File: config.mk
export PLATFORM = sky130hd
export DESIGN_NAME = i2c_slave_rx_flat
export DESIGN_NICKNAME = d
export VERILOG_FILES = /design/src/rtl/i2c_pkg.sv /design/src/rtl/i2c_slave_rx_if.sv /design/src/rtl/i2c_bus_sync.sv /design/src/rtl/i2c_slave_rx.sv /design/src/flat_wrapper.sv
export SDC_FILE = /design/constraint.sdc
export NUM_CORES = 1
export LEC_CHECK = 0
export BUFFER_PORTS_ARGS = -buffer_cell sky130_fd_sc_hd__buf_2
export CORE_MARGIN = 4
export CORE_UTILIZATION = 50
export DETAILED_ROUTE_END_ITERATION = 7
export GPL_TIMING_DRIVEN = 0
export PLACE_DENSITY = 0.71
export SLEW_MARGIN = 0
export SYNTH_ARGS = -nofsm -noshare
export SYNTH_HDL_FRONTEND = slang
export SYNTH_SLANG_ARGS = --single-unit
File: constraint.sdc
create_clock -name clk -period 4.39 [get_ports clk]
set_input_delay 0.878 -clock clk [delete_from_list [all_inputs] [get_ports clk]]
set_output_delay 0.878 -clock clk [all_outputs]
set_load 0.05 [all_outputs]
File: src/rtl/i2c_pkg.sv
`default_nettype none
//============================================================================
// Module : i2c_pkg
// Brief  : Shared state encoding and constants for the I2C slave receiver.
// Rev    : 1.0  initial release
//============================================================================
package i2c_pkg;

  typedef enum logic [2:0] {
    ST_IDLE     = 3'd0,
    ST_ADDR     = 3'd1,
    ST_ADDR_ACK = 3'd2,
    ST_DATA     = 3'd3,
    ST_DATA_ACK = 3'd4,
    ST_IGNORE   = 3'd5
  } state_t;

  localparam logic [6:0] c_default_slave_addr = 7'h50;
  localparam logic [3:0] c_bits_per_byte      = 4'd8;

  function automatic logic [7:0] sat_inc8(input logic [7:0] v);
    return (v == 8'hFF) ? v : v + 8'd1;
  endfunction

endpackage
`default_nettype wire

File: src/rtl/i2c_slave_rx_if.sv
`default_nettype none
//============================================================================
// Module : i2c_slave_rx_if
// Brief  : Bus pins and receive-side handshake of the I2C slave receiver.
// Rev    : 1.0  initial release
//============================================================================
interface i2c_slave_rx_if;
  logic       scl;
  logic       sda;
  logic       ack_n;
  logic [7:0] rx_data;
  logic       rx_valid;
  logic       rx_ready;
  logic       busy;
  logic       addr_match;
  logic [7:0] byte_cnt;
  logic       overrun;

  modport slave (
    input  scl, sda, rx_ready,
    output ack_n, rx_data, rx_valid, busy, addr_match, byte_cnt, overrun
  );

  modport master (
    output scl, sda, rx_ready,
    input  ack_n, rx_data, rx_valid, busy, addr_match, byte_cnt, overrun
  );
endinterface
`default_nettype wire

File: src/rtl/i2c_bus_sync.sv
`default_nettype none
//============================================================================
// Module : i2c_bus_sync
// Brief  : scl/sda synchronizer plus history flop; emits edge/START/STOP events.
// Rev    : 1.0  initial release
//============================================================================
module i2c_bus_sync #(
  parameter int SYNC_STAGES = 2
) (
  input  wire logic clk,
  input  wire logic rst,
  input  wire logic scl,
  input  wire logic sda,
  output logic      sda_s,
  output logic      scl_rise,
  output logic      scl_fall,
  output logic      start_det,
  output logic      stop_det
);

  logic [SYNC_STAGES-1:0] r_scl_sync;
  logic [SYNC_STAGES-1:0] r_sda_sync;
  logic                   r_scl_hist;
  logic                   r_sda_hist;
  logic                   w_scl;
  logic                   w_sda;

  // Reset to the idle-bus level so the first cycles out of reset see no edge.
  always_ff @(posedge clk) begin
    if (rst) begin
      r_scl_sync <= '1;
      r_sda_sync <= '1;
      r_scl_hist <= 1'b1;
      r_sda_hist <= 1'b1;
    end else begin
      r_scl_sync[0] <= scl;
      r_sda_sync[0] <= sda;
      for (int i = 1; i < SYNC_STAGES; i++) begin
        r_scl_sync[i] <= r_scl_sync[i-1];
        r_sda_sync[i] <= r_sda_sync[i-1];
      end
      r_scl_hist <= w_scl;
      r_sda_hist <= w_sda;
    end
  end

  assign w_scl     = r_scl_sync[SYNC_STAGES-1];
  assign w_sda     = r_sda_sync[SYNC_STAGES-1];
  assign sda_s     = w_sda;
  assign scl_rise  =  w_scl & ~r_scl_hist;
  assign scl_fall  = ~w_scl &  r_scl_hist;
  assign start_det =  w_scl & r_sda_hist & ~w_sda;
  assign stop_det  =  w_scl & ~r_sda_hist & w_sda;

endmodule
`default_nettype wire

File: src/rtl/i2c_slave_rx.sv
`default_nettype none
//============================================================================
// Module : i2c_slave_rx
// Brief  : Write-only I2C slave receiver with a valid/ready byte output.
// Rev    : 1.0  initial release
//============================================================================
module i2c_slave_rx
  import i2c_pkg::*;
#(
  parameter logic [6:0] SLAVE_ADDR  = c_default_slave_addr,
  parameter int         SYNC_STAGES = 2
) (
  input  wire logic     clk,
  input  wire logic     rst,
  i2c_slave_rx_if.slave bus
);

  logic w_sda, w_scl_rise, w_scl_fall, w_start, w_stop;

  i2c_bus_sync #(.SYNC_STAGES(SYNC_STAGES)) u_sync (
    .clk       (clk),
    .rst       (rst),
    .scl       (bus.scl),
    .sda       (bus.sda),
    .sda_s     (w_sda),
    .scl_rise  (w_scl_rise),
    .scl_fall  (w_scl_fall),
    .start_det (w_start),
    .stop_det  (w_stop)
  );

  state_t     r_state,      w_state_nxt;
  logic [3:0] r_bit_cnt,    w_bit_cnt_nxt;
  logic [7:0] r_shreg,      w_shreg_nxt;
  logic [7:0] r_rx_data,    w_rx_data_nxt;
  logic       r_rx_valid,   w_rx_valid_nxt;
  logic [7:0] r_byte_cnt,   w_byte_cnt_nxt;
  logic       r_addr_match, w_addr_match_nxt;
  logic       r_overrun,    w_overrun_nxt;
  logic       r_accepted,   w_accepted_nxt;
  logic       w_can_accept;

  always_ff @(posedge clk) begin
    if (rst) begin
      r_state      <= ST_IDLE;
      r_bit_cnt    <= 4'd0;
      r_shreg      <= 8'd0;
      r_rx_data    <= 8'd0;
      r_rx_valid   <= 1'b0;
      r_byte_cnt   <= 8'd0;
      r_addr_match <= 1'b0;
      r_overrun    <= 1'b0;
      r_accepted   <= 1'b0;
    end else begin
      r_state      <= w_state_nxt;
      r_bit_cnt    <= w_bit_cnt_nxt;
      r_shreg      <= w_shreg_nxt;
      r_rx_data    <= w_rx_data_nxt;
      r_rx_valid   <= w_rx_valid_nxt;
      r_byte_cnt   <= w_byte_cnt_nxt;
      r_addr_match <= w_addr_match_nxt;
      r_overrun    <= w_overrun_nxt;
      r_accepted   <= w_accepted_nxt;
    end
  end

  assign w_can_accept = !r_rx_valid || bus.rx_ready;

  always_comb begin
    w_state_nxt      = r_state;
    w_bit_cnt_nxt    = r_bit_cnt;
    w_shreg_nxt      = r_shreg;
    w_rx_data_nxt    = r_rx_data;
    w_rx_valid_nxt   = r_rx_valid;
    w_byte_cnt_nxt   = r_byte_cnt;
    w_addr_match_nxt = r_addr_match;
    w_overrun_nxt    = 1'b0;
    w_accepted_nxt   = r_accepted;

    if (r_rx_valid && bus.rx_ready)
      w_rx_valid_nxt = 1'b0;

    if (w_stop) begin
      w_state_nxt      = ST_IDLE;
      w_bit_cnt_nxt    = 4'd0;
      w_addr_match_nxt = 1'b0;
    end else if (w_start) begin
      // Repeated START restarts addressing but keeps any pending rx byte.
      w_state_nxt      = ST_ADDR;
      w_bit_cnt_nxt    = 4'd0;
      w_byte_cnt_nxt   = 8'd0;
      w_addr_match_nxt = 1'b0;
    end else begin
      case (r_state)
        ST_ADDR, ST_DATA: begin
          if (w_scl_rise && r_bit_cnt < c_bits_per_byte) begin
            w_shreg_nxt   = {r_shreg[6:0], w_sda};
            w_bit_cnt_nxt = r_bit_cnt + 4'd1;
          end else if (w_scl_fall && r_bit_cnt == c_bits_per_byte) begin
            if (r_state == ST_ADDR) begin
              if (r_shreg == {SLAVE_ADDR, 1'b0}) begin
                w_state_nxt      = ST_ADDR_ACK;
                w_addr_match_nxt = 1'b1;
              end else begin
                w_state_nxt = ST_IGNORE;
              end
            end else begin
              w_state_nxt = ST_DATA_ACK;
              if (w_can_accept) begin
                w_rx_data_nxt  = r_shreg;
                w_rx_valid_nxt = 1'b1;
                w_byte_cnt_nxt = sat_inc8(r_byte_cnt);
                w_accepted_nxt = 1'b1;
              end else begin
                w_overrun_nxt  = 1'b1;
                w_accepted_nxt = 1'b0;
              end
            end
          end
        end
        ST_ADDR_ACK, ST_DATA_ACK: begin
          if (w_scl_fall) begin
            w_state_nxt   = ST_DATA;
            w_bit_cnt_nxt = 4'd0;
          end
        end
        ST_IGNORE: w_addr_match_nxt = 1'b0;
        default: ;
      endcase
    end
  end

  assign bus.ack_n      = !((r_state == ST_ADDR_ACK) ||
                            (r_state == ST_DATA_ACK && r_accepted));
  assign bus.rx_data    = r_rx_data;
  assign bus.rx_valid   = r_rx_valid;
  assign bus.busy       = (r_state != ST_IDLE);
  assign bus.addr_match = r_addr_match;
  assign bus.byte_cnt   = r_byte_cnt;
  assign bus.overrun    = r_overrun;

endmodule
`default_nettype wire

File: src/flat_wrapper.sv
// flat-port wrapper written by rule: the top's interface ports become plain ports
module i2c_slave_rx_flat import i2c_pkg::*;
#(
  parameter logic [6:0] SLAVE_ADDR  = c_default_slave_addr,
  parameter int         SYNC_STAGES = 2
)
  (clk, rst, bus_scl, bus_sda, bus_rx_ready, bus_ack_n, bus_rx_data, bus_rx_valid, bus_busy, bus_addr_match, bus_byte_cnt, bus_overrun);
  i2c_slave_rx_if bus_i ();
  input  wire logic clk;
  input  wire logic rst;
  input wire logic [$bits(bus_i.scl)-1:0] bus_scl;
  input wire logic [$bits(bus_i.sda)-1:0] bus_sda;
  input wire logic [$bits(bus_i.rx_ready)-1:0] bus_rx_ready;
  output wire logic [$bits(bus_i.ack_n)-1:0] bus_ack_n;
  output wire logic [$bits(bus_i.rx_data)-1:0] bus_rx_data;
  output wire logic [$bits(bus_i.rx_valid)-1:0] bus_rx_valid;
  output wire logic [$bits(bus_i.busy)-1:0] bus_busy;
  output wire logic [$bits(bus_i.addr_match)-1:0] bus_addr_match;
  output wire logic [$bits(bus_i.byte_cnt)-1:0] bus_byte_cnt;
  output wire logic [$bits(bus_i.overrun)-1:0] bus_overrun;
  assign bus_i.scl = bus_scl;
  assign bus_i.sda = bus_sda;
  assign bus_i.rx_ready = bus_rx_ready;
  assign bus_ack_n = bus_i.ack_n;
  assign bus_rx_data = bus_i.rx_data;
  assign bus_rx_valid = bus_i.rx_valid;
  assign bus_busy = bus_i.busy;
  assign bus_addr_match = bus_i.addr_match;
  assign bus_byte_cnt = bus_i.byte_cnt;
  assign bus_overrun = bus_i.overrun;
  i2c_slave_rx #(.SLAVE_ADDR(SLAVE_ADDR), .SYNC_STAGES(SYNC_STAGES)) u_core (.clk(clk), .rst(rst), .bus(bus_i));
endmodule
==> qor.csv <==
stage,metric,value,unit
setup_path,Setup crit start kind,flop,
setup_path,crit path kind,flop to output pin,
grt,vias in the first global route,1323,
power,Max VDD drop,217,uV
cts,CTS tree,yes,
timing,period utilization,51.1,%
setup_path,worst reg2reg path depth,6,
finish,area of the multi-input gates,938,um^2
die,Die Area,0.00475,mm^2
setup_path,reg2reg setup slack,2.55,ns
finish,Antenna Cells,0,
min_path,Hold Path Stages,1,
cts,CTS H-tree depth,2,
timing,worst setup margin,2.14,ns
die,Core Rows,21,
synthesis,Syn Nets,216,
synthesis,Post-synth top flop,dfxtp_1,
synthesis,Synth Area in Compound Gates,14.4,%
detailed_routing,Antenna Nets Post-Route,0,
setup_path,reg2reg start,u_core.u_sync.r_scl_sync[1],
die,Die H,68.9,um
timing,worst slew pin tran,0.748,ns
timing,Layout Skew,0.00253,ns
detailed_routing,via count,1524,
timing,minimum clock period,2.25,ns
finish,area grow syn2layout,15.4,%
detailed_routing,Routed wire per std cell,12.8,um
grt,largest net degree at the start of global routing,13,
cts,cts hold-fix bufs,0,
cts,CTS clock-pin slew for the worst setup and hold paths,0.07,ns
timing,max frequency,445,MHz
cts,postcts setup bufs,0,
power,Clock power frac,41.5,%
synthesis,post-synthesis register bit count,41,
synthesis,YS warnings,0,
detailed_routing,drt initial violations,90,
finish,"commonest non-fill, non-tap cell in the layout",dfxtp_1,
detailed_routing,DR pass1 iterations,5,
min_path,Worst Hold Class,flop to flop,
finish,Final Net Count,248,
timing,Slew headroom,50.1,%
power,combinational share of power,3.7,%
die,Top-Level Pins,26,
power,Switch Pwr,0.000138,W
cts,total CTS buffers,5,
die,Initial Util,53.5,%
timing,Final Hold Viols,0,
min_path,Hold EP,u_core.u_sync.r_scl_sync[1],
power,internal power,0.000549,W
timing,Finish-stage setup viols,0,
die,core area,0.00347,mm^2
timing,post-route setup TNS,0,ns
min_path,HP Start,u_core.u_sync.r_scl_sync[0],
timing,RSZ-0062 raised after global routing,no,
detailed_routing,total wire length,3650,um
flow_run,Max Cap Viol,0,
setup_path,terminus of the critical flop-to-flop path,u_core.r_shreg[4],
finish,layout cells sized above 1,20.8,%
synthesis,syn avg cell area,8.93,um^2
setup_path,Critical Path End Type,output pin,
cts,insertion delay of the later-clocked pin in the worst-skew pair,0.28,ns
synthesis,Mapped Area,0.00186,mm^2
die,DIE WIDTH,68.9,um
grt,first-pass GRT wire length,5990,um
finish,Register Area,821,um^2
power,Pwr Density,320,mW/mm^2
synthesis,Synth cell types,43,
synthesis,number of flops mapped to enable cells by yosys,0,
synthesis,Synth Area in XOR/XNOR,0.943,%
setup_path,crit path from,u_core.r_state[2],
setup_path,CP Max Fanout,9,
synthesis,Gate Count Post-Synth,208,
cts,Resized cells post-CTS,0,
placement,port bufs,25,
timing,max-slew violations,0,
synthesis,simple-gate area share of the yosys netlist,27.8,%
grt,Total GRT Usage,16.8,%
synthesis,main combinational cell family by area after synthesis,simple AND/OR/NAND/NOR gates,
power,Sw Ratio,20.1,%
synthesis,async set-reset flop share out of synthesis,0,%
grt,initial antenna violation count,0,
placement,HPWL after DPL,2650,um
detailed_routing,drc violations,0,
cts,CTS Root Cell,clkbuf_8,
power,Reg power frac,54.8,%
setup_path,Worst EP required,3.51,ns
outcome,status,completed,
placement,pre-CTS setup slack,2.26,ns
placement,Routability Congestion,0.808,
synthesis,register area share after synthesis,44.2,%
synthesis,Synth Area in Adders,2.02,%
setup_path,crit path DAT,1.37,ns
grt,grt ovf,0,
cts,# clock sinks,41,
detailed_routing,vias per cell,5.33,
synthesis,multiplexer share of the synthesized area,5.39,%
finish,"commonest non-fill, non-tap cells in the layout","dfxtp_1, nand2_1, buf_2",
finish,Filler cells,329,
cts,Clock Path Buffers,2,
power,leakage,0.905,nW
[per-layer routing]
layer | part of all wire [%] | vias up | track usage [%]
li1 | - | 800 | -
met1 | 53 | 694 | 23.7
met2 | 42 | 26 | 24.4
met3 | 4.0 | 4 | 4.21
met4 | 1.0 | 0 | 6.81
met5 | 0 | - | 0
[registers in the layout, indices dropped and copies added (netlist names), 2 cells and up]
register                  cells
u_core.bus.byte_cnt           8
u_core.u_sync.r_sda_sync      2
u_core.r_bit_cnt              4
u_core.u_sync.r_scl_sync      2
u_core.r_shreg                8
u_core.bus.rx_data            8
u_core.r_state                3
[final cells by class]
class | instances | area share [%]
clock inverter | 2 | 1.63
inverter | 7 | 1.23
sequential | 41 | 38.3
buffer | 13 | 3.33
timing repair buffer | 25 | 5.84
clock buffer | 5 | 3.21
tap | 46 | 2.69
multi-input combinational | 147 | 43.8
[worst max-delay path by stage]
stage | endpoint | slack [ns] | cells after the start
final | bus_ack_n | 2.14 | 6
after global routing | bus_ack_n | 1.99 | 6
after CTS | bus_ack_n | 2.12 | 6
after detailed placement | u_core.bus.rx_data[6] | 2.26 | 7
after global placement | u_core.bus.rx_data[0] | 2.28 | 7
after floorplan | bus_ack_n | 2.47 | 5
[power groups by stage]
| stage | Sequential (W) | Clock (W) | Combinational [W] |
|---|---|---|---|
| final | 0.000376 | 0.000285 | 0.0000256 |
| after global routing | 0.000376 | 0.000308 | 0.0000287 |
| after global placement | 0.000385 | 0 | 0.0000254 |
| after detailed placement | 0.000385 | 0 | 0.0000256 |
| after floorplan | 0.000384 | 0 | 0.0000185 |
| after CTS | 0.000376 | 0.000293 | 0.0000257 |
[Yosys cell counts, types with 3 or more instances]
cell | number | area, um^2
o41ai_1 | 3 | 26.3
or2_2 | 7 | 43.8
nand2b_1 | 5 | 31.3
nand3_1 | 6 | 30.0
or4_1 | 8 | 60.1
a21oi_1 | 19 | 95.1
o21ai_0 | 3 | 15.0
ha_1 | 3 | 37.5
inv_1 | 7 | 26.3
dfxtp_1 | 41 | 821
or4bb_1 | 3 | 33.8
buf_2 | 3 | 15.0
mux2i_1 | 10 | 100
nor3_1 | 3 | 15.0
clkbuf_1 | 6 | 22.5
nor3b_1 | 3 | 22.5
nand2_1 | 28 | 105
nor2_1 | 12 | 45.0
o31ai_1 | 4 | 30.0
[per-stage QoR]
step	power (W)	std cells	area [um^2]	hold WS, ns	utilization (%)
after floorplan	0.000403	208	1860	0.389	-
after global placement	0.000410	279	2040	0.391	58.8
after detailed placement	0.000410	279	2040	0.393	58.8
after CTS	0.000695	286	2140	0.412	61.8
after global routing	0.000713	286	2140	0.427	61.8
final	0.000687	286	2140	0.410	61.8
[worst max-delay path, cell delays in order (launching register included)]
cell      delay, ns
dfxtp_1        0.33
buf_6          0.13
nor2b_1        0.21
nand2_1        0.07
o21ai_0        0.07
nand2b_1       0.06
buf_2          0.20
[cells by family after synthesis]
kind of cell | count (synthesis)
simple gates | 90
compound gates | 42
fa+ha+maj | 3
mux | 10
xor+xnor | 2
buf+inv | 20
flops | 41
(Power assumes the default switching activity.)
